$ cat src/rtl/hdc_pkg.sv
// hdc_pkg: shared HDC dimensions, derived widths and class-search FSM encoding.
package hdc_pkg;
  localparam int HDC_NUM_CLASSES = 8;
  localparam int HDC_NUM_FRAMES = 3;
  localparam int HDC_FRAME_W = 64;
  localparam int HDC_CID_W = $clog2(HDC_NUM_CLASSES);
  localparam int HDC_FID_W = $clog2(HDC_NUM_FRAMES);
  localparam int HDC_DIST_W = $clog2(HDC_NUM_FRAMES * HDC_FRAME_W + 1);
  localparam logic [2:0] ST_IDLE = 3'd0;
  localparam logic [2:0] ST_LOAD = 3'd1;
  localparam logic [2:0] ST_SCAN = 3'd2;
  localparam logic [2:0] ST_DRAIN = 3'd3;
  localparam logic [2:0] ST_DONE = 3'd4;
endpackage

$ cat src/rtl/frame_popcount.sv
// frame_popcount: combinational population count of one frame as a binary adder tree.
module frame_popcount #(
  parameter int W = 64
) (
  input  logic [W-1:0]             bits_i,
  output logic [$clog2(W+1)-1:0]   cnt_o
);
  localparam int N = 1 << $clog2(W);
  localparam int OW = $clog2(W + 1);
  // heap-ordered tree: node i sums children 2i and 2i+1, leaves start at N
  logic [OW-1:0] t [1:2*N-1];
  always_comb begin
    t = '{default: '0};
    for (int i = 0; i < W; i++) t[N+i] = OW'(bits_i[i]);
    for (int i = N - 1; i >= 1; i--) t[i] = t[2*i] + t[2*i+1];
  end
  assign cnt_o = t[1];
endmodule

$ cat src/rtl/class_hvec_search.sv
// class_hvec_search: loads a query hypervector, scans all class vectors and returns
// the class with the smallest Hamming distance (ties resolved to the lower index).
module class_hvec_search
  import hdc_pkg::*;
#(
  parameter int NUM_CLASSES = HDC_NUM_CLASSES,
  parameter int NUM_FRAMES = HDC_NUM_FRAMES,
  parameter int FRAME_W = HDC_FRAME_W,
  parameter int CID_W = $clog2(NUM_CLASSES),
  parameter int FID_W = $clog2(NUM_FRAMES),
  parameter int DIST_W = $clog2(NUM_FRAMES * FRAME_W + 1)
) (
  input  logic               clk,
  input  logic               rst,
  input  logic [FRAME_W-1:0] query_frame,
  input  logic               query_valid,
  output logic               query_ready,
  output logic [CID_W-1:0]   frame_id,
  output logic [FID_W-1:0]   frame_index,
  input  logic [FRAME_W-1:0] class_vec_in,
  output logic [CID_W-1:0]   res_class,
  output logic [DIST_W-1:0]  res_dist,
  output logic               res_valid,
  input  logic               res_ready
);
  localparam int PC_W = $clog2(FRAME_W + 1);
  logic [2:0] state_q, state_d;
  logic [FRAME_W-1:0] query_q [NUM_FRAMES];
  logic [FID_W-1:0] beat_q, f_q;
  logic [CID_W-1:0] c_q;
  logic [PC_W-1:0] pc, pc_q;
  logic s1_v_q, s1_first_q, s1_last_q;
  logic [CID_W-1:0] s1_c_q, best_class_q, res_class_q;
  logic [DIST_W-1:0] acc_q, best_dist_q, res_dist_q, sum;
  logic beat_acc, last_beat, last_f, last_c, scan;
  assign scan = state_q == ST_SCAN;
  assign query_ready = ~rst & (state_q == ST_IDLE | state_q == ST_LOAD);
  assign beat_acc = query_valid & query_ready;
  assign last_beat = beat_q == FID_W'(NUM_FRAMES - 1);
  assign last_f = f_q == FID_W'(NUM_FRAMES - 1);
  assign last_c = c_q == CID_W'(NUM_CLASSES - 1);
  assign frame_id = scan ? c_q : '0;
  assign frame_index = scan ? f_q : '0;
  assign res_valid = state_q == ST_DONE;
  assign res_class = res_class_q;
  assign res_dist = res_dist_q;
  assign sum = (s1_first_q ? '0 : acc_q) + DIST_W'(pc_q);
  frame_popcount #(.W(FRAME_W)) u_pc (
    .bits_i(query_q[f_q] ^ class_vec_in),
    .cnt_o (pc)
  );
  // DRAIN waits for the final stage-1 beat to be folded into best before publishing
  always_comb begin
    state_d = state_q;
    case (state_q)
      ST_IDLE, ST_LOAD: state_d = beat_acc ? (last_beat ? ST_SCAN : ST_LOAD) : state_q;
      ST_SCAN:          state_d = (last_f && last_c) ? ST_DRAIN : ST_SCAN;
      ST_DRAIN:         state_d = s1_v_q ? ST_DRAIN : ST_DONE;
      ST_DONE:          state_d = res_ready ? ST_IDLE : ST_DONE;
      default:          state_d = ST_IDLE;
    endcase
  end
  always_ff @(posedge clk) begin
    if (beat_acc) query_q[beat_q] <= query_frame;
  end
  always_ff @(posedge clk) begin
    if (rst) begin
      state_q <= ST_IDLE;
      beat_q <= '0;
      f_q <= '0;
      c_q <= '0;
      s1_v_q <= 1'b0;
      s1_first_q <= 1'b0;
      s1_last_q <= 1'b0;
      s1_c_q <= '0;
      pc_q <= '0;
      acc_q <= '0;
      best_class_q <= '0;
      best_dist_q <= '0;
      res_class_q <= '0;
      res_dist_q <= '0;
    end else begin
      state_q <= state_d;
      if (beat_acc) beat_q <= last_beat ? '0 : beat_q + 1'b1;
      if (beat_acc && last_beat) begin
        f_q <= '0;
        c_q <= '0;
      end else if (scan) begin
        f_q <= last_f ? '0 : f_q + 1'b1;
        if (last_f) c_q <= last_c ? '0 : c_q + 1'b1;
      end
      s1_v_q <= scan;
      pc_q <= pc;
      s1_c_q <= c_q;
      s1_first_q <= f_q == '0;
      s1_last_q <= last_f;
      if (s1_v_q) begin
        acc_q <= sum;
        if (s1_last_q && (s1_c_q == '0 || sum < best_dist_q)) begin
          best_class_q <= s1_c_q;
          best_dist_q <= sum;
        end
      end
      if (state_q == ST_DRAIN && state_d == ST_DONE) begin
        res_class_q <= best_class_q;
        res_dist_q <= best_dist_q;
      end
    end
  end
endmodule

$ cat config.mk
export PLATFORM = sky130hd
export DESIGN_NAME = class_hvec_search
export DESIGN_NICKNAME = d
export VERILOG_FILES = /design/src/rtl/hdc_pkg.sv /design/src/rtl/frame_popcount.sv /design/src/rtl/class_hvec_search.sv
export SDC_FILE = /design/constraint.sdc
export NUM_CORES = 1
export LEC_CHECK = 0
export ABC_CLOCK_PERIOD_IN_PS = 9300
export BUFFER_PORTS_ARGS = -buffer_cell sky130_fd_sc_hd__clkbuf_2
export CORE_UTILIZATION = 50
export DETAILED_ROUTE_END_ITERATION = 8
export PLACE_DENSITY_LB_ADDON = 0.25
export SLEW_MARGIN = 15
export SYNTH_ARGS = -nofsm -noshare
export SYNTH_HDL_FRONTEND = slang
export SYNTH_SLANG_ARGS = --single-unit
$ cat constraint.sdc
create_clock -name clk -period 9.3 [get_ports clk]
set_input_delay 0.93 -clock clk [delete_from_list [all_inputs] [get_ports clk]]
set_output_delay 0.93 -clock clk [all_outputs]
set_load 0.005 [all_outputs]
## Word level (Yosys, flattened, before mapping)

Memories as Yosys holds them, arrays and structs flattened. A register that Yosys moved wholly into a read port is not among the register bits.
Index checks and enable logic that the tools add are counted.

- RAM bits: 192
- Bits of input ports: 132
- Word-level logic and storage cells: 124
- Output and inout bits: 18
- Memories: 1
- Bits in registers: 53

- Add/sub/neg operators: 67
- Bitwise logic cells: 5
- $lt $le $gt $ge: 1
- Multiplexer cells: 16
- Reduce and logical (&&, ||, !) cells: 12
- Equality and inequality tests: 8

Memory list:

| memory | words | bits a word | rd ports | clocked after Yosys merged registers in | write ports | RTL line | text |
|---|---|---|---|---|---|---|---|
| query_q | 3 | 64 | 1 | 1 | 1 | class_hvec_search.sv:28 | `logic [FRAME_W-1:0] query_q [NUM_FRAMES];` |

Operators by type and width:

| kind | number |
|---|---|
| adder 7 bit | 31 |
| adder 1 x 1 -> 2 bit | 32 |
| XOR 64 bit | 1 |
| 2-to-1 mux 3 bit | 5 |
| 2-to-1 mux 2 bit | 6 |
| case mux 3 bit (4 select lines) | 1 |
| equality test 3 bit, second input constant | 3 |
| adder 8 x 7 -> 8 bit | 1 |
| less-than comparator 8 bit | 1 |
| 2-to-1 mux 8 bit | 1 |
| equality test 3 x 2 -> 1 bit, second input constant | 2 |
| zero test 3 bit | 2 |
| adder 2 x 1 -> 2 bit, second input constant | 2 |
| equality test 2 bit, second input constant | 2 |
| logical AND 1 bit | 4 |
| AND reduction 2 bit | 2 |
| OR reduction 2 bit | 2 |
| adder 3 x 1 -> 3 bit, second input constant | 1 |
| equality test 3 x 1 -> 1 bit, second input constant | 1 |
| 2-to-1 mux 1 bit | 3 |
| bitwise AND 1 bit | 2 |
| zero test 2 bit | 1 |
| logical OR 1 bit | 1 |
| inverter 1 bit | 1 |
| bitwise OR 1 bit | 1 |

## Longest topological paths before layout

Gate-level depths: netlist (run 1).

- Depth after elaboration: 8
- Mapped depth: 27
- Gate-level depth less buffers: 25

## Modules after synthesis

Synthesis (run 1) repeated with hierarchy kept, for this count alone.

- Cells, all modules: 972
- Area total of the unflattened synthesis: 12150.4 µm²

Modules (own cells, without submodules):

| module | area an instance (µm²) | cells an instance | instances |
|---|---|---|---|
| class_hvec_search | 10197.3 | 767 | 1 |
| frame_popcount | 1953.1 | 205 | 1 |

## Least setup slack after synthesis (run 1)

Ideal clock, no wire load.

- Path kind: input-to-reg
- From: input port rst
- To: memory query_q[0][0] in the netlist's numbering (enable)
- Setup time: 0.567 ns
- Setup slack: 2.671 ns
- Arrival: 6.061 ns
- Stages on the path: 4
- Cells stage by stage: clkbuf_2 > or4b_1 > buf_2 > nor3_1

- Cells in the longest elaborated chain, start to end: 5

RTL lines:

| what | RTL line | text |
|---|---|---|
| start: declaration | class_hvec_search.sv:14 | `input logic rst,` |
| inverter 1 bit | class_hvec_search.sv:37 | `assign query_ready = ~rst & (state_q == ST_IDLE \| state_q == ST_LOAD);` |
| bitwise AND 1 bit | class_hvec_search.sv:37 |  |
| bitwise AND 1 bit | class_hvec_search.sv:38 | `assign beat_acc = query_valid & query_ready;` |
| 2-to-1 mux 1 bit | class_hvec_search.sv:64 | `if (beat_acc) query_q[beat_q] <= query_frame;` |
| 2-to-1 mux 1 bit (not written as such) | class_hvec_search.sv:64 |  |
| end: declaration | class_hvec_search.sv:28 |  |

No other way between the ends.

==> run summary, run 1 <==
PD cells -> 427 nW/um2
Placed cells -> 1,413
Netlist cell types -> 43
Min-Delay Path Class -> flop to flop
Post-CTS resize count -> 0
Total number of vias -> 7,273
DIE AREA -> 25,300 um2
Post-Place Cell Area -> 13,400 um2
Seq/Total Area, Yosys -> 55.7%
Largest net degree at the start of global routing -> 96
Post-Synth XOR/XNOR Area -> 4.97%
Max-slew violations -> 0
CTS buffer count -> 27
Gr usage total -> 19.3%
Met3 wire len -> 931 um
Pre-CTS setup slack -> 2.04 ns
Fin util -> 58.6%
Placeable Area -> 24,200 um2
Clk Latency, worst-skew pair -> 0.52 ns
Final Non-Filler Cells -> 1,462
Cell Rows -> 57
Die Ht -> 159 um
Setup TNS -> 0 ns
Syn-to-layout area delta -> 15.3%
Synth top area share -> 46.8%
Hold endpoint -> res_class[0]
Async set-reset flop share out of synthesis -> 0%
Seq cells post-synth -> 247
GRT overflow -> 0
Fill count -> 2,052
Flop-to-flop setup slack -> 2.11 ns
Post-CTS setup buffer count -> 0
Initial DRC Count -> 353
Achievable Freq -> 139 MHz
Vias in the first global route -> 7,592
Top_reg_cell synth -> edfxtp_1
Met2 WL -> 11,900 um
Antenna Nets Post-Route -> 0
Residual DRC -> 0
Final setup margin -> 2.11 ns
CTS root buf -> clkbuf_16
Fin Clk Skew -> 0.00912 ns
# port buffers -> 149
Area taken by multi-input logic gates -> 4930 um2
Top-count cell post-synth -> edfxtp_1
Syn Area/Cell -> 12.7 um2
Final min period -> 7.19 ns
Mapped Area -> 12,300 um2
Kind of critical path -> flop to flop
Final Setup Violations -> 0
First-pass GRT wire length -> 38,400 um
Post-synth EDFFs -> 192
Slew HR -> 21.6%
Worst hold stages -> 2
# Max-Cap Violations -> 0
Placer Congestion -> 0.830
Main combinational cell family by area after synthesis -> adder cells
Synth Net Count -> 1,222
Required @ worst endpoint -> 9.67 ns
Simple-Gate Fraction of Synth Area -> 6.69%
Register area -> 6870 um2
CTS sink count -> 247
Compound-Gate Fraction of Synth Area -> 6.56%
CP Launch Type -> flop
CP endpoint kind -> flop
Endpoints failing hold -> 0
Static Leak -> 0.00547 uW
Hold Buf Count CTS -> 0
Most frequent cells after synthesis -> edfxtp_1 (192), inv_1 (103), nand2_1 (97), o21ai_0 (76), mux2i_1 (72)
Clock transition at path regs -> 0.06 ns
Uppermost layer routed -> met5
H-tree depth reported by CTS -> 1
Final Net Count -> 1,370
I/O pin total -> 150
Synth area leaders -> edfxtp_1 (47%), fa_1 (9.9%), dfxtp_1 (8.9%), ha_1 (6.0%), mux2i_1 (5.8%)
Finished Cell Area -> 14,200 um2
Adder-Cell Fraction of Synth Area -> 15.9%
Longest Clk Path Bufs -> 3
Actual slew at the worst max-slew pin -> 1.17 ns
Fraction of layout cells with a size suffix above 1 -> 17.6%
Post-synthesis mux area share -> 5.85%
Crit path DAT -> 7.55 ns
Unrepaired setup endpoints after global routing -> no
Status -> complete, no violations
WL met1 -> 10,000 um
Initial DRT Pass Iterations -> 6
Cell count of the worst reg-to-reg path -> 22
Initial Util -> 50.8%
Post-DR vias/cell -> 4.97
Reg-to-Reg End -> pc_q[5]
Yosys warning count -> 0
Crit path max fanout -> 50
Final Cycle Share -> 77.3%
WL final -> 23,400 um
Syn Inst Count -> 970
WL per Instance -> 16.0 um
Cell taking the most area after synthesis -> edfxtp_1
Die Width -> 159 um
Hold_sp -> best_class_q[0]
TritonCTS clock tree -> done
DP HPWL -> 16,200 um
Maximum vdd drop -> 1.18 mV
Initial antenna violation count -> 3
[logic make-up (layout without fill, tap and decap cells)]
group | after synthesis | in the layout
other | 0 | 2
and+or+nand+nor | 178 | 178
muxes | 72 | 72
DFF | 247 | 247
AOI/OAI and AO/OA | 144 | 144
buffers and inverters | 139 | 305
xor gates and xnor gates | 70 | 70
adders and majority gates | 120 | 120
[layout make-up]
class                   instances  area share, %
well taps                     324           2.85
clock buffers                  32           4.89
inverters                     103           2.72
clock inverters                15          0.880
repair buffers                155           5.56
multi-input cells             584           34.7
flip-flops and latches        247           48.4
diodes                          2         0.0352
[critical path, cell delays in order, from the launching register on]
cell and delay (ns):
dfxtp_4 0.97, buf_4 0.35, mux2i_1 0.19, o21ai_0 0.10
xor2_1 0.20, ha_1 0.29, inv_1 0.06, fa_1 0.58
fa_1 0.44, fa_1 0.50, inv_1 0.06, fa_1 0.44
fa_1 0.49, fa_1 0.54, inv_1 0.05, fa_1 0.53
inv_1 0.04, ha_1 0.21, fa_1 0.40, a21o_1 0.19
a21oi_1 0.16, xor2_1 0.16, nor2_1 0.05
[cells in the final DEF, fill, tap and decap left out, types with 3 or more instances in the layout]
cell type | netlist | final
o21ai_0 | 76 | 76
nor3b_1 | 4 | 4
clkbuf_1 | 24 | 5
edfxtp_1 | 192 | 192
nor3_1 | 9 | 8
a211oi_1 | 5 | 5
a21oi_1 | 39 | 39
nand2b_1 | 3 | 3
ha_1 | 59 | 59
clkbuf_2 | 1 | 149
nor2b_1 | 15 | 15
o211ai_1 | 4 | 4
fa_1 | 61 | 61
xor2_1 | 66 | 66
clkinv_2 | 0 | 3
and2_1 | 5 | 5
a31oi_1 | 3 | 3
clkbuf_16 | 0 | 27
o2111ai_1 | 4 | 4
a21o_1 | 5 | 5
clkinv_1 | 0 | 7
nor2_1 | 20 | 20
dfxtp_1 | 55 | 53
buf_4 | 0 | 6
nand2_1 | 97 | 97
inv_1 | 103 | 102
nand3_1 | 13 | 13
mux2i_1 | 72 | 72
xnor2_1 | 4 | 4
[layer usage]
layer  up-vias  track usage, %
met2       119            34.6
met1      3467            23.9
met4         2            5.16
met3        38            3.57
li1       3647               -
met5         -               0
[per-stage QoR]
stage	power, uW	hold slack (ns)
2_1_floorplan	4370	0.428
3_3_place_gp	5030	0.440
3_5_place_dp	5120	0.442
4_1_cts	6160	0.454
5_1_grt	6810	0.470
6_report	6070	0.450
[sequential cells by signal, indices dropped and copies added, names as in the netlist, named ones only]
name	cells
res_dist	8
s1_first_q	1
best_dist_q	8
pc_q	7
best_class_q	3
s1_v_q	1
s1_last_q	1
beat_q	2
c_q	3
res_class	3
query_q	192
s1_c_q	3
acc_q	8
f_q	2
state_q	3
[worst max path at each step]
stage	cells after the start	endpoint	slack, ns	start
2_1_floorplan	4	query_q[0][0]	2.67	rst
3_3_place_gp	22	pc_q[5]	2.10	flop
3_5_place_dp	22	pc_q[5]	2.04	flop
4_1_cts	22	pc_q[5]	2.03	flop
5_1_grt	22	pc_q[5]	1.72	flop
6_report	22	pc_q[5]	2.11	flop
[report_power, final]
part / internal, uW / leakage (uW) / switching, uW
Combinational: 1770 / 0.00288 / 2020
Clock: 584 / 0.000394 / 410
Sequential: 1270 / 0.00220 / 12.1
No activity file was read; power rests on OpenSTA's default activity.
==> run 2, diff against run 1 <==
ABC_AREA = 1   (was unset)
ABC_CLOCK_PERIOD_IN_PS = 6690   (was 9300)
clock period = 6.69 ns   (was 9.3 ns; I/O delays follow)
==> run 2 against run 1 <==
Compared with the run above: sequential cell count did not move; first-iteration DRC count rose by 35%; wire length rose by 18%; count of clock-buffer cells in the layout rose by 3; worst hold slack got worse by 0.12 ns; non-clock buffer count rose by 39; fmax rose by 11%; sequential share of layout area fell by 2.6 points; worst setup slack got worse by 1.9 ns; clock skew rose by 0.0013 ns; critical path type unchanged; critical endpoint unchanged.
==> run summary, run 2 <==
Status -> complete, no violations
H-tree depth reported by CTS -> 1 (unchanged)
Cell Rows -> 57 (unchanged)
Most frequent cells after synthesis -> edfxtp_1 (192), nand2_1 (180), inv_1 (150), nand3_1 (79), o21ai_0 (79)
CTS buffer count -> 27 (unchanged)
Fin Clk Skew -> 0.0104 ns (+0.00130 ns)
Gr usage total -> 21.2% (+1.9 points)
Max incr delay on CP -> 0.58 ns (-0.39 ns)
Initial antenna violation count -> 2 (-1)
Largest net degree at the start of global routing -> 66 (-31%)
Initial Util -> 50.9% (about the same)
Synth area leaders -> edfxtp_1 (47%), fa_1 (9.9%), dfxtp_1 (8.9%), ha_1 (6.0%), nand2_1 (5.5%)
Async set-reset flop share out of synthesis -> 0% (unchanged)
TritonCTS clock tree -> done
CTS sink count -> 247 (unchanged)
Clk Latency, worst-skew pair -> 0.54 ns (+0.02 ns)
Crit path DAT -> 6.93 ns (-0.62 ns)
Clock transition at path regs -> 0.06 ns (about the same)
Final Net Count -> 1,539 (+12%)
Antenna Nets Post-Route -> 0 (unchanged)
Final Setup Violations -> 0 (unchanged)
Mapped Area -> 12,400 um2 (+0.32%)
Final min period -> 6.46 ns (-0.727 ns)
Kind of critical path -> flop to flop
# port buffers -> 149 (unchanged)
Longest Clk Path Bufs -> 3 (unchanged)
Final Cycle Share -> 96.6% (+19 points)
# Max-Cap Violations -> 0 (unchanged)
Achievable Freq -> 155 MHz (+11%)
GRT overflow -> 0 (unchanged)
Residual DRC -> 0 (unchanged)
Min-Delay Path Class -> primary input to flop
Post-Place Cell Area -> 13,500 um2 (+1.0%)
Syn Area/Cell -> 11.2 um2 (-12%)
WL per Instance -> 16.9 um (+6.1%)
Slew HR -> 33.6% (+12 points)
Syn Inst Count -> 1,103 (+14%)
WL final -> 27,600 um (+18%)
Die Width -> 159 um (+0.16%)
Vias in the first global route -> 8,040 (+5.9%)
DIE AREA -> 25,400 um2 (+0.32%)
Die Ht -> 159 um (+0.16%)
Fill count -> 1,878 (-8.5%)
Yosys warning count -> 0 (unchanged)
Commonest non-fill, non-tap cells in the layout -> edfxtp_1 (192), nand2_1 (177), clkbuf_2 (149)
Endpoints failing hold -> 0 (unchanged)
Crit path max fanout -> 8 (-84%)
Most common cell after layout, fill and taps aside -> edfxtp_1
CP endpoint kind -> flop
Placeable Area -> 24,300 um2 (+0.29%)
CP most frequent cell -> fa_1
Fraction of layout cells with a size suffix above 1 -> 23.0% (+5.4 points)
Reg with most FFs -> query_q
Required @ worst endpoint -> 7.16 ns (-2.51 ns)
Seq/Total Area, Yosys -> 55.5% (-0.18 points)
Finished Cell Area -> 15,000 um2 (+5.6%)
Placer Congestion -> 0.842 (+1.5%)
Synth Net Count -> 1,355 (+11%)
Initial DRC Count -> 477 (+35%)
Top_reg_cell synth -> edfxtp_1
Max-slew violations -> 0 (unchanged)
Netlist cell types -> 34 (-21%)
Flop-to-flop setup slack -> 0.23 ns (-1.88 ns)
Seq cells post-synth -> 247 (unchanged)
Post-synth EDFFs -> 192 (unchanged)
CTS root buf -> clkbuf_16
Post-DR vias/cell -> 4.96 (-0.37%)
Actual slew at the worst max-slew pin -> 0.996 ns (-0.173 ns)
CP Launch Type -> flop
DP HPWL -> 18,300 um (+13%)
Cell taking the most area after synthesis -> edfxtp_1
Initial DRT Pass Iterations -> 5 (-1)
Synth top area share -> 46.6% (-0.15 points)
First-pass GRT wire length -> 41,600 um (+8.4%)
I/O pin total -> 150 (unchanged)
Total number of vias -> 8,084 (+11%)
CP max stage cell -> fa_2
Syn-to-layout area delta -> 21.4%
Top-count cell post-synth -> edfxtp_1
Max reg flops -> 192 (unchanged)
[run 2: final cells by class]
type,instances,area [um2],area share [%]
Sequential cell,247,6870,45.8
Multi-Input combinational cell,657,4820,32.1
Timing Repair Buffer,194,1430,9.50
Clock buffer,35,757,5.04
Inverter,159,611,4.07
Tap cell,324,405,2.70
Clock inverter,12,105,0.700
Timing Repair inverter,1,8.76,0.0583
Antenna cell,2,5.00,0.0333
[run 2: cells by family after synthesis]
| logic type | share of synthesized area (%) |
|---|---|
| AOI/OAI and AO/OA | 5.68 |
| xor gates and xnor gates | 4.67 |
| buffers and inverters | 6.64 |
| adders and majority gates | 15.8 |
| and+or+nand+nor | 11.7 |
| DFF | 55.5 |
[run 2: critical path: cells and delay by family, from the launching register on]
kind            cells  cell delay, ns
compound gates      3            0.31
simple gates        6            0.48
xor+xnor            1            0.17
flops               1            0.46
buf+inv             8            0.69
fa+ha+maj          10            4.28
[run 2: path summary, 6_finish.rpt]
path | startpoint | to | depth (start not counted)
worst max register to register | flop | pc_q[5] | 28
worst min-delay path | query_frame[18] | query_q[0][18] | 1
worst min register to register | f_q[1] | s1_first_q | 1
worst max-delay path | flop | pc_q[5] | 28
[run 2: what timing repair did]
| action | in CTS | in global routing |
|---|---|---|
| setup endpoints to repair | 0 | 4 |
| hold buffers | 0 | 0 |
| setup buffers | 0 | 17 |
| gates resized for setup | 0 | 87 |
[run 2: routing by layer]
metal / track usage (%) / routed length [um]
met5: 0 / 0
met3: 4.56 / 1540
met1: 26.2 / 11500
met2: 36.9 / 13800
met4: 7.17 / 820
[run 2: per-stage QoR]
stage	worst slack [ns]	util (%)	setup TNS (ns)	instances	hold WS [ns]
2_1_floorplan	0.468	-	0	1103	0.426
3_3_place_gp	0.183	55.6	0	1555	0.444
3_5_place_dp	0.0469	55.6	0	1555	0.450
4_1_cts	0.00249	59.2	0	1602	0.307
5_1_grt	-0.0842	61.7	-0.0842	1631	0.316
6_report	0.230	61.7	0	1631	0.332
Power of run 2 is not shown: default switching activity piles up to over one toggle a cycle in this logic, so the estimate is an artifact.
